`src/rtl/mem_bus_arbiter.sv`:
```
// Shared external memory bus arbiter for DMA, CPU and debug-peek requesters.
// One-hot registered grants, dead cycles on every owner change, debug anti-starvation.
module mem_bus_arbiter #(
    parameter int TURNAROUND   = 1,
    parameter int STARVE_LIMIT = 16
) (
    input  logic       clock,
    input  logic       reset,
    input  logic       dma_req,
    input  logic       dma_re,
    input  logic       dma_we,
    input  logic       cpu_req,
    input  logic       cpu_re,
    input  logic       cpu_we,
    input  logic       dbg_req,
    input  logic       dbg_re,
    input  logic       dbg_we,
    output logic       dma_gnt,
    output logic       cpu_gnt,
    output logic       dbg_gnt,
    output logic       cpu_mem_disable,
    output logic       bus_re,
    output logic       bus_we,
    output logic [1:0] owner,
    output logic       dbg_starved
);
    // state | meaning
    // OWN   | owner_q holds the bus, exactly one grant high
    // TURN  | dead cycles, all grants low, next_q is the pending owner
    localparam logic ST_OWN  = 1'b0;
    localparam logic ST_TURN = 1'b1;

    localparam logic [1:0] OWN_NONE = 2'd0;
    localparam logic [1:0] OWN_DMA  = 2'd1;
    localparam logic [1:0] OWN_CPU  = 2'd2;
    localparam logic [1:0] OWN_DBG  = 2'd3;

    logic       state_q, state_d;
    logic [1:0] owner_q, owner_d;
    logic [1:0] next_q, next_d;
    logic [1:0] arb, tgt;
    logic [2:0] turn_q, turn_d;
    logic [7:0] starve_q;
    logic       rel;

    always_comb begin
        if (dma_req)                     arb = OWN_DMA;
        else if (dbg_req && dbg_starved) arb = OWN_DBG;
        else if (cpu_req)                arb = OWN_CPU;
        else if (dbg_req)                arb = OWN_DBG;
        else                             arb = OWN_CPU;
    end

    always_comb begin
        state_d = state_q;
        owner_d = owner_q;
        next_d  = next_q;
        turn_d  = turn_q;
        rel     = 1'b0;
        tgt     = next_q;
        case (state_q)
            ST_OWN: begin
                // CPU is only released to DMA, or to debug when the CPU is idle
                if (owner_q == OWN_CPU) begin
                    if (dma_req) begin
                        rel = 1'b1;
                        tgt = OWN_DMA;
                    end else if (!cpu_req && dbg_req) begin
                        rel = 1'b1;
                        tgt = OWN_DBG;
                    end
                end else if (owner_q == OWN_DMA) begin
                    rel = !dma_req;
                    tgt = arb;
                end else begin
                    rel = !dbg_req;
                    tgt = arb;
                end
                if (rel) begin
                    state_d = ST_TURN;
                    owner_d = OWN_NONE;
                    next_d  = tgt;
                    turn_d  = 3'(TURNAROUND - 1);
                end
            end
            default: begin
                tgt    = dma_req ? OWN_DMA : next_q;
                next_d = tgt;
                if (turn_q == 3'd0) begin
                    state_d = ST_OWN;
                    owner_d = tgt;
                end else begin
                    turn_d = turn_q - 3'd1;
                end
            end
        endcase
    end

    always_ff @(posedge clock or negedge reset) begin
        if (!reset) begin
            state_q <= ST_OWN;
            owner_q <= OWN_CPU;
            next_q  <= OWN_CPU;
            turn_q  <= 3'd0;
            dma_gnt <= 1'b0;
            cpu_gnt <= 1'b1;
            dbg_gnt <= 1'b0;
        end else begin
            state_q <= state_d;
            owner_q <= owner_d;
            next_q  <= next_d;
            turn_q  <= turn_d;
            dma_gnt <= (owner_d == OWN_DMA);
            cpu_gnt <= (owner_d == OWN_CPU);
            dbg_gnt <= (owner_d == OWN_DBG);
        end
    end

    always_ff @(posedge clock or negedge reset) begin
        if (!reset) begin
            starve_q <= 8'd0;
        end else if (dbg_gnt || !dbg_req) begin
            starve_q <= 8'd0;
        end else if (starve_q != 8'(STARVE_LIMIT)) begin
            starve_q <= starve_q + 8'd1;
        end
    end

    assign dbg_starved     = (starve_q == 8'(STARVE_LIMIT));
    assign owner           = owner_q;
    assign cpu_mem_disable = ~cpu_gnt;
    assign bus_re = (dma_gnt & dma_re) | (cpu_gnt & cpu_re) | (dbg_gnt & dbg_re);
    assign bus_we = (dma_gnt & dma_we) | (cpu_gnt & cpu_we) | (dbg_gnt & dbg_we);
endmodule

```
`config.mk`:
```
export PLATFORM = sky130hd
export DESIGN_NAME = mem_bus_arbiter
export DESIGN_NICKNAME = d
export VERILOG_FILES = /design/src/rtl/mem_bus_arbiter.sv
export SDC_FILE = /design/constraint.sdc
export NUM_CORES = 1
export LEC_CHECK = 0
export CORE_ASPECT_RATIO = 1.2
export CORE_MARGIN = 5
export CORE_UTILIZATION = 54
export DETAILED_ROUTE_END_ITERATION = 6
export PLACE_DENSITY = 0.8
export SYNTH_ARGS = -nofsm -noshare
export SYNTH_HDL_FRONTEND = slang
export SYNTH_SLANG_ARGS = --single-unit
```
`constraint.sdc`:
```
create_clock -name clock -period 4.8 [get_ports clock]
set_clock_uncertainty 0.15 [all_clocks]
set_input_delay 0.96 -clock clock [delete_from_list [all_inputs] [get_ports clock]]
set_output_delay 0.96 -clock clock [all_outputs]
set_load 0.005 [all_outputs]
```
==> run metrics <==
Root Driver=clkbuf_4; TritonCTS clock tree=yes; Seq pwr share=0.418; postcts setup bufs=0; total track usage=0.1461; fmax=300.2 MHz; ys flop type=dfrtp_1; Lkg Pwr=0.5692 nW; CP endpoint kind=output port; EDFF count, synth=0; CP Buf/Inv Count=3; CTS buffer count=3; worst slew pin tran=822.3 ps; Slowest cell on crit path=clkdlybuf4s50_1; Ports=20; core area=1851 sq um; Sw Share=0.3623; max incr delay on CP=450 ps; Net Count, Synth=117; post-cts hold buffer count=0; largest net degree at the start of global routing=20; register area=479.2 sq um; Fin Hold WS=344.9 ps; Async S/R FF share, synth=1.000; Max Cap Violations=0; fin crit share=0.6940; initial antenna violation count=0; Netlist cell types=39; area growth from synthesis to layout=20.73%; number of H-tree levels=1; first-pass GRT wire length=3387 microns; Comb power frac=0.459; Relative slew margins=0.4501; number of global-route vias before repair=784; clk buf depth=2; Commonest cells post-synth=dfrtp_1 (16), inv_1 (12), nor2_1 (11); Core Rows=17; die width=50.49 microns; routability cong.=0.8073; Post-Syn Area=1062 sq um; worst hold-check path type=register to register; Initial Util=0.5740; Final ANT Viol Nets=0; syn_area_per_cell=10.41 sq um; power per cell area=500.7 nW/um^2; nets=138; Seq/Total Area, Yosys=0.4511; Crit Path Max Fanout=1; # fillers=140; crit-path cells=clkdlybuf4s50_1 > a222oi_1 > inv_1 > clkdlybuf4s50_1; startpoint types=primary input; Worst EP required=3690 ps; drt pass-1 iters=4; Die ar.=2958 sq um; RSZ-0062 raised after global routing=false; post-synthesis register bit count=19; Yosys warnings=0; Die Y=58.59 microns; Final Setup Violations=0; critical path type=primary input to output port; routed via count=788; sw power=0.2326 mW; vias per inst=5.589; status=finished clean; internal power=0.4095 mW; Synth area leader=dfrtp_1; clk sink count=19; CP arrival=2220 ps; ANT cells=0; Setup TNS=0 ps; grt ovf=0; top cell type's share of synthesized area=0.3769; Residual DRC=0; Final Hold Viols=0; Synth area leaders=dfrtp_1 (38%), dfstp_2 (7.4%), ha_1 (4.7%); delay-heaviest family, CP=buffers and inverters; final WL=1953 microns; IO Port Bufs=19; Max Slew Vio Count=0; Gate Count Post-Synth=102; Multi-input gate area=514.2 sq um; peak supply drop=0.3028 mV; most frequent cell after synthesis=dfrtp_1; cell mode on critical path=clkdlybuf4s50_1; clock latency on the worst-skew pair=290 ps; Resize count post-CTS=0; Clock power frac=0.123; min cycle time layout=3331 ps; Avg WL per Cell=13.85 microns; Iter 0 DRT Violations=15; layout cells sized above 1=0.1393; final HPWL from detailed placement=1505 microns; clock slew at reported path FFs=100 ps
[worst paths after layout]
| check | from | endpoint | slack [ps] | depth (start not counted) |
|---|---|---|---|---|
| hold reg to reg | next_q[1] | next_q[1] | 340 | 1 |
| hold / removal | next_q[1] | next_q[1] | 340 | 1 |
| max in group asynchronous | reset | turn_q[0] | 3010 | 1 |
| setup reg to reg | turn_q[0] | dbg_gnt | 2970 | 7 |
| setup / recovery | dma_we | bus_we | 1470 | 4 |
| min in group asynchronous | reset | starve_q[1] | 980 | 1 |
[worst reg2reg max path: cells and delay by family, from the launching register on]
family | cells | cell delay, ps
AOI/OAI and AO/OA | 1 | 170
DFF | 1 | 380
adders and majority gates | 2 | 430
and+or+nand+nor | 3 | 540
buffers and inverters | 1 | 60
[power by group through the flow]
stage	Clock, mW	Combinational, mW	Sequential [mW]
detailed placement	0	0.299	0.271
finish	0.0791	0.295	0.268
floorplan	0	0.215	0.254
CTS	0.0829	0.301	0.268
global route	0.0914	0.330	0.276
global placement	0	0.293	0.268
[stage by stage]
stage                     setup slack [ps]    util  std cells  power (mW)  instance area, sq um
after detailed placement              1458  0.6788        137      0.5704                  1256
after global routing                  1412  0.6930        141      0.6971                  1282
final                                 1469  0.6930        141      0.6422                  1282
after CTS                             1459  0.6930        141      0.6515                  1282
after floorplan                       2353       -        102      0.4688                  1062
after global placement                1514  0.6788        137      0.5618                  1256
[cell type report]
class	instances	area share
clock buffers	4	0.02049
inverters	13	0.03805
multi-input cells	67	0.4010
flip-flops and latches	19	0.3737
well taps	19	0.01854
repair buffers	19	0.1483
[cell usage in the layout, fill, tap and decap left out, drive strengths merged, types with 2 or more instances in the layout]
cell type / count
nor2: 11
inv: 13
xnor2: 3
mux2: 4
nand2: 4
nand2b: 2
xor2: 2
dfrtp: 16
nand4: 2
o2bb2ai: 3
ha: 4
and3b: 2
clkbuf: 4
a21oi: 5
o21ai: 3
a222oi: 2
nor2b: 3
clkdlybuf4s50: 19
nand3: 4
a31oi: 2
dfstp: 3
[logic make-up (layout without fill, tap and decap cells)]
group / count (synthesis) / count (layout) / share of synthesized area
multiplexers: 5 / 5 / 0.06242
adder cells (fa/ha/maj): 4 / 4 / 0.04712
AND/OR/NAND/NOR: 35 / 35 / 0.1896
XOR/XNOR: 5 / 5 / 0.04123
AO/OA/AOI/OAI: 18 / 18 / 0.1437
flip-flops: 19 / 19 / 0.4511
buffers and inverters: 16 / 36 / 0.06477
[flip-flops by register name (all words and copies together) (netlist names)]
name / flops
turn_q: 3
dma_gnt: 1
next_q: 2
state_q: 1
starve_q: 8
cpu_gnt: 1
owner: 2
dbg_gnt: 1
[metal layers]
layer,share of wire,up-vias,track usage
li1,-,396,-
met1,0.44,381,0.1849
met2,0.51,9,0.2340
met3,0.037,2,0.03544
met4,0.0061,0,0.06569
met5,0,-,0
Note: power is estimated with default switching activity, not from simulation.
